File: src/rtl/truth_table_lut_n.sv
// ---------------------------------------------------------------------------
// truth_table_lut_n
//
// Registered N-input Boolean function evaluator. The truth table can be
// reprogrammed at run time.
//
// A new table is shifted serially, MSB-first, into a shadow register. It is
// copied into the active table in one step when the last bit arrives.
// Evaluation always reads the active table, so reloading never disturbs
// results that are in flight.
//
// Parameters
//   N        number of function inputs (1..6)
//   TT_INIT  active table after reset; bit i is the output for pattern i
//
// Ports
//   clk         sole clock, rising edge
//   rst         synchronous active-high reset
//   ld_start    opens (or restarts) a load session
//   ld_valid    table bit present on ld_bit
//   ld_bit      serial table bit, index 2**N-1 first
//   ld_ready    high while a load session is open
//   ld_done     one-cycle pulse in the cycle after the commit edge
//   in_valid    evaluate inp this cycle
//   inp         input pattern, inp[N-1] is the most significant index bit
//   out         registered function value
//   out_valid   out carries a fresh result
//   programmed  at least one load has committed since reset
//
// Optional feature (macro TT_READBACK_EN)
//   rb_start    snapshot the active table and stream it out MSB-first
//   rb_valid    high for 2**N cycles while the snapshot streams
//   rb_bit      current readback bit
// ---------------------------------------------------------------------------
module truth_table_lut_n #(
   parameter int                N       = 4,
   parameter logic [(1<<N)-1:0] TT_INIT = '0
) (
   input  logic         clk,
   input  logic         rst,
   input  logic         ld_start,
   input  logic         ld_valid,
   input  logic         ld_bit,
   output logic         ld_ready,
   output logic         ld_done,
   input  logic         in_valid,
   input  logic [N-1:0] inp,
   output logic         out,
   output logic         out_valid,
   output logic         programmed
`ifdef TT_READBACK_EN
  ,input  logic         rb_start,
   output logic         rb_valid,
   output logic         rb_bit
`endif
);

   localparam int DEPTH = 1 << N;
   localparam int CW    = N + 1;

   typedef enum logic {IDLE, LOAD} state_t;

   state_t           state_reg, state_next;
   logic [CW-1:0]    cnt_reg, cnt_next;
   logic [DEPTH-1:0] shd_reg, shd_next;
   logic [DEPTH-1:0] act_reg, act_next;
   logic             prog_reg, prog_next;
   logic             ld_done_reg, ld_done_next;
   logic             out_reg;
   logic             out_valid_reg;
   logic [DEPTH-1:0] shift_in;

   // Shadow contents after accepting the bit currently on ld_bit. This is
   // also the value committed on the final transfer, so the last bit never
   // has to sit in shd before reaching act.
   assign shift_in = {shd_reg[DEPTH-2:0], ld_bit};

   // ------------------------------------------------------------------
   // Load FSM: state register
   // ------------------------------------------------------------------
   always_ff @(posedge clk) begin
      if (rst) begin
         state_reg   <= IDLE;
         cnt_reg     <= '0;
         shd_reg     <= '0;
         act_reg     <= TT_INIT;
         prog_reg    <= 1'b0;
         ld_done_reg <= 1'b0;
      end else begin
         state_reg   <= state_next;
         cnt_reg     <= cnt_next;
         shd_reg     <= shd_next;
         act_reg     <= act_next;
         prog_reg    <= prog_next;
         ld_done_reg <= ld_done_next;
      end
   end

   // ------------------------------------------------------------------
   // Load FSM: next state
   // ------------------------------------------------------------------
   always_comb begin
      state_next   = state_reg;
      cnt_next     = cnt_reg;
      shd_next     = shd_reg;
      act_next     = act_reg;
      prog_next    = prog_reg;
      ld_done_next = 1'b0;

      if (state_reg == IDLE) begin
         if (ld_start) begin
            state_next = LOAD;
            cnt_next   = '0;
            shd_next   = '0;
         end
      end else begin
         // A restart takes priority over a transfer in the same cycle and
         // discards whatever partial table was collected.
         if (ld_start) begin
            cnt_next = '0;
            shd_next = '0;
         end else if (ld_valid) begin
            shd_next = shift_in;
            cnt_next = cnt_reg + CW'(1);
            if (cnt_reg == CW'(DEPTH - 1)) begin
               act_next     = shift_in;
               state_next   = IDLE;
               prog_next    = 1'b1;
               ld_done_next = 1'b1;
            end
         end
      end
   end

   // ------------------------------------------------------------------
   // Evaluation: reads act_reg before any same-edge commit takes effect
   // ------------------------------------------------------------------
   always_ff @(posedge clk) begin
      if (rst) begin
         out_reg       <= 1'b0;
         out_valid_reg <= 1'b0;
      end else if (in_valid) begin
         out_reg       <= act_reg[inp];
         out_valid_reg <= 1'b1;
      end else begin
         out_valid_reg <= 1'b0;
      end
   end

   assign ld_ready   = (state_reg == LOAD);
   assign ld_done    = ld_done_reg;
   assign out        = out_reg;
   assign out_valid  = out_valid_reg;
   assign programmed = prog_reg;

`ifdef TT_READBACK_EN
   // ------------------------------------------------------------------
   // Readback: a private snapshot means a commit mid-stream cannot change
   // the bits that are already on their way out.
   // ------------------------------------------------------------------
   logic             rb_valid_reg;
   logic [CW-1:0]    rb_left_reg;
   logic [DEPTH-1:0] rb_shift_reg;

   always_ff @(posedge clk) begin
      if (rst) begin
         rb_valid_reg <= 1'b0;
         rb_left_reg  <= '0;
         rb_shift_reg <= '0;
      end else if (!rb_valid_reg) begin
         if (rb_start) begin
            rb_shift_reg <= act_reg;
            rb_left_reg  <= CW'(DEPTH - 1);
            rb_valid_reg <= 1'b1;
         end
      end else if (rb_left_reg == '0) begin
         rb_valid_reg <= 1'b0;
      end else begin
         rb_shift_reg <= {rb_shift_reg[DEPTH-2:0], 1'b0};
         rb_left_reg  <= rb_left_reg - CW'(1);
      end
   end

   assign rb_valid = rb_valid_reg;
   assign rb_bit   = rb_shift_reg[DEPTH-1];
`endif

endmodule
File: config.mk
export PLATFORM = sky130hd
export DESIGN_NAME = truth_table_lut_n
export DESIGN_NICKNAME = d
export VERILOG_FILES = /design/src/rtl/truth_table_lut_n.sv
export SDC_FILE = /design/constraint.sdc
export NUM_CORES = 1
export LEC_CHECK = 0
export BUFFER_PORTS_ARGS = -buffer_cell sky130_fd_sc_hd__buf_2
export CORE_ASPECT_RATIO = 0.7
export CORE_MARGIN = 4
export CORE_UTILIZATION = 58
export CTS_CLUSTER_DIAMETER = 80
export DETAILED_ROUTE_END_ITERATION = 10
export PLACE_DENSITY = 0.77
export SLEW_MARGIN = 25
export SYNTH_ARGS = -nofsm -noshare
export SYNTH_HDL_FRONTEND = slang
export SYNTH_SLANG_ARGS = --single-unit
File: constraint.sdc
create_clock -name clk -period 2.4 [get_ports clk]
set_input_delay 0.36 -clock clk [delete_from_list [all_inputs] [get_ports clk]]
set_output_delay 0.36 -clock clk [all_outputs]
set_load 0.05 [all_outputs]
==> summary.txt <==
layout net count = 215
1st-pass router iterations = 4
# H-tree levels = 2
CP max stage cell = nor3b_4
Final HPWL DP = 2350 um
critical path class = reg2reg
placement-stage worst setup slack = 0.496 ns
initial antenna violation count = 0
Slew Limit Fails = 0
Post-Syn Area per Cell = 8.40 um^2
Synth Net Count = 202
leak pwr = 0.651 nW
gr usage total = 0.199
Sw Ratio = 0.215
most used cell, CP = ha_1
hold_ws = 0.312 ns
endpoints failing setup = 0
Sw Pwr = 0.285 mW
Detailed Route WL = 3280 um
Fmax = 510 MHz
first-pass GRT wire length = 5540 um
initial drt markers = 106
post_cts resized = 0
PwrDens = 739 nW/um^2
CTS Buf Count = 5
Clock Latency Late Sink = 0.29 ns
Setup TNS = 0 ns
Cells after DPL = 230
worst relative slew slack = 0.554
CTS sink cnt = 41
Pwr Total = 1.33 mW
Post-Syn Area = 1600 um^2
Vias = 1281
Reg clk slew, reported paths = 0.08 ns
final non-filler cell total = 238
Hold Fails Final Rpt = 0
antenna-violating nets left = 0
largest cells by area after synthesis = dfxtp_1 51%, nand2_1 16%, a21oi_1 10%, mux4_1 3.3%, mux2i_1 2.5%
Max IR drop VDD = 0.000511 V
diode count = 0
drc violations = 0
Area Growth Syn to Fin = 12.5%
crit path DAT = 2.18 ns
max cap viols = 0
worst path cell trace = ha_1 -> and3_1 -> ha_1 -> nand2_2 -> nor3b_4 -> nand2_1 -> a21oi_1
RSZ-0062 raised after global routing = no
Avg WL per Cell = 13.8 um
Initial Util = 0.630
status = complete, no violations
# rows = 15
I/O Pins = 15
CP Max Fanout = 17
port buffer count = 14
Fin Clk Skew = 0.00585 ns
Int Pwr = 1.04 mW
Hold/Removal Path Class = in2reg
Combinational Power Share = 0.049
Hold Buf Count CTS = 0
dominant cell type by area after synthesis = dfxtp_1
Critical Path RT = 2.62 ns
via/cell ratio = 5.38
total core area = 2530 um^2
Synth Instances = 190
Die Height = 51.9 um
Die Width = 70.7 um
Root Buffer = clkbuf_8
Flop pwr share = 0.518
CP peak stage delay = 0.57 ns
CTS Buffer Depth = 2
Ys Warns = 0
min cycle time layout = 1.96 ns
Synth top area share = 0.515
max reg flops = 16
post-CTS setup buffers = 0
proportion of layout cells with a drive suffix above 1 = 0.132
endpoint type of the worst setup path = register
count of distinct cell types in the synthesized netlist = 25
clock power share = 0.433
Seq/Total Area, Yosys = 0.515
largest net degree at the start of global routing = 23
utilization after layout = 0.708
vias in the first global route = 1218
synthesized flop and latch total = 41
CTS tree = done
Final Cell Area = 1790 um^2
Filler Cells Inserted = 191
period utilization = 0.816
RePlAce Congestion = 0.761
grt ovf = 0
crit start category = register
post-route setup slack = 0.441 ns
Die Area = 3670 um^2
Area after DPL = 1670 um^2
Worst-Margin Slew = 0.668 ns
## worst max-delay path, delay by kind of cell (launching register included)
kind / cells / cell delay (ns)
compound gates: 1 / 0.17
simple gates: 4 / 0.99
fa+ha+maj: 2 / 0.35
flops: 1 / 0.38
## layer usage
| layer | GRT usage | wire (um) |
|---|---|---|
| met5 | 0 | 0 |
| met2 | 0.320 | 1540 |
| met1 | 0.234 | 1530 |
| met4 | 0.0938 | 44 |
| met3 | 0.0811 | 168 |
## placed cells by master (no fill, tap or decap)
cell type	n
nand2_1	67
dfxtp_1	41
a21oi_1	33
buf_2	14
nor2_1	10
clkbuf_8	6
mux2i_1	4
inv_1	3
xor2_1	2
mux4_1	2
nor2b_1	2
a22oi_1	2
o2111ai_1	2
ha_1	2
buf_4	2
and3_1	1
nand2_2	1
nor3b_4	1
nand4b_1	1
or2_2	1
and2_1	1
nand4_1	1
xnor2_1	1
nand3_1	1
a211oi_1	1
bufinv_16	1
clkinvlp_4	1
## power by group through the flow
stage	Clock, mW	Sequential, mW	Combinational, mW
2_1_floorplan	0	0.713	0.0334
3_3_place_gp	0	0.703	0.0610
3_5_place_dp	0	0.703	0.0635
4_1_cts	0.578	0.687	0.0638
5_1_grt	0.614	0.688	0.0698
6_report	0.574	0.687	0.0645
## logic make-up after synthesis
group | Yosys count | synth area share
flops | 41 | 0.515
fa+ha+maj | 2 | 0.0157
simple gates | 87 | 0.229
xor+xnor | 3 | 0.0165
buf+inv | 13 | 0.0376
mux | 6 | 0.0580
compound gates | 38 | 0.129
## cell usage after synthesis (all sizes together)
cell type   n
nand2      68
dfxtp      41
a21oi      33
nor2       10
clkbuf      6
buf         4
mux2i       4
inv         3
a22oi       2
ha          2
mux4        2
nor2b       2
o2111ai     2
xor2        2
a211oi      1
and2        1
and3        1
nand3       1
nand4       1
nand4b      1
nor3b       1
or2         1
xnor2       1
## worst paths after layout
kind	startpoint	endpoint	slack (ns)	cells after the start
min	ld_bit	shd_reg[0]	0.31	3
min reg2reg	act_reg[11]	act_reg[11]	0.46	2
max	cnt_reg[0]	act_reg[2]	0.44	7
max reg2reg	cnt_reg[0]	act_reg[2]	0.44	7
## layout make-up
class,instances,area (um^2),share of cell area
clock buffers,6,82.6,0.0460
inverters,3,11.3,0.00628
clock inverters,2,37.5,0.0209
well taps,34,42.5,0.0237
multi-input cells,136,714,0.398
flip-flops and latches,41,821,0.457
repair buffers,16,85.1,0.0474
(Power assumes the default switching activity.)
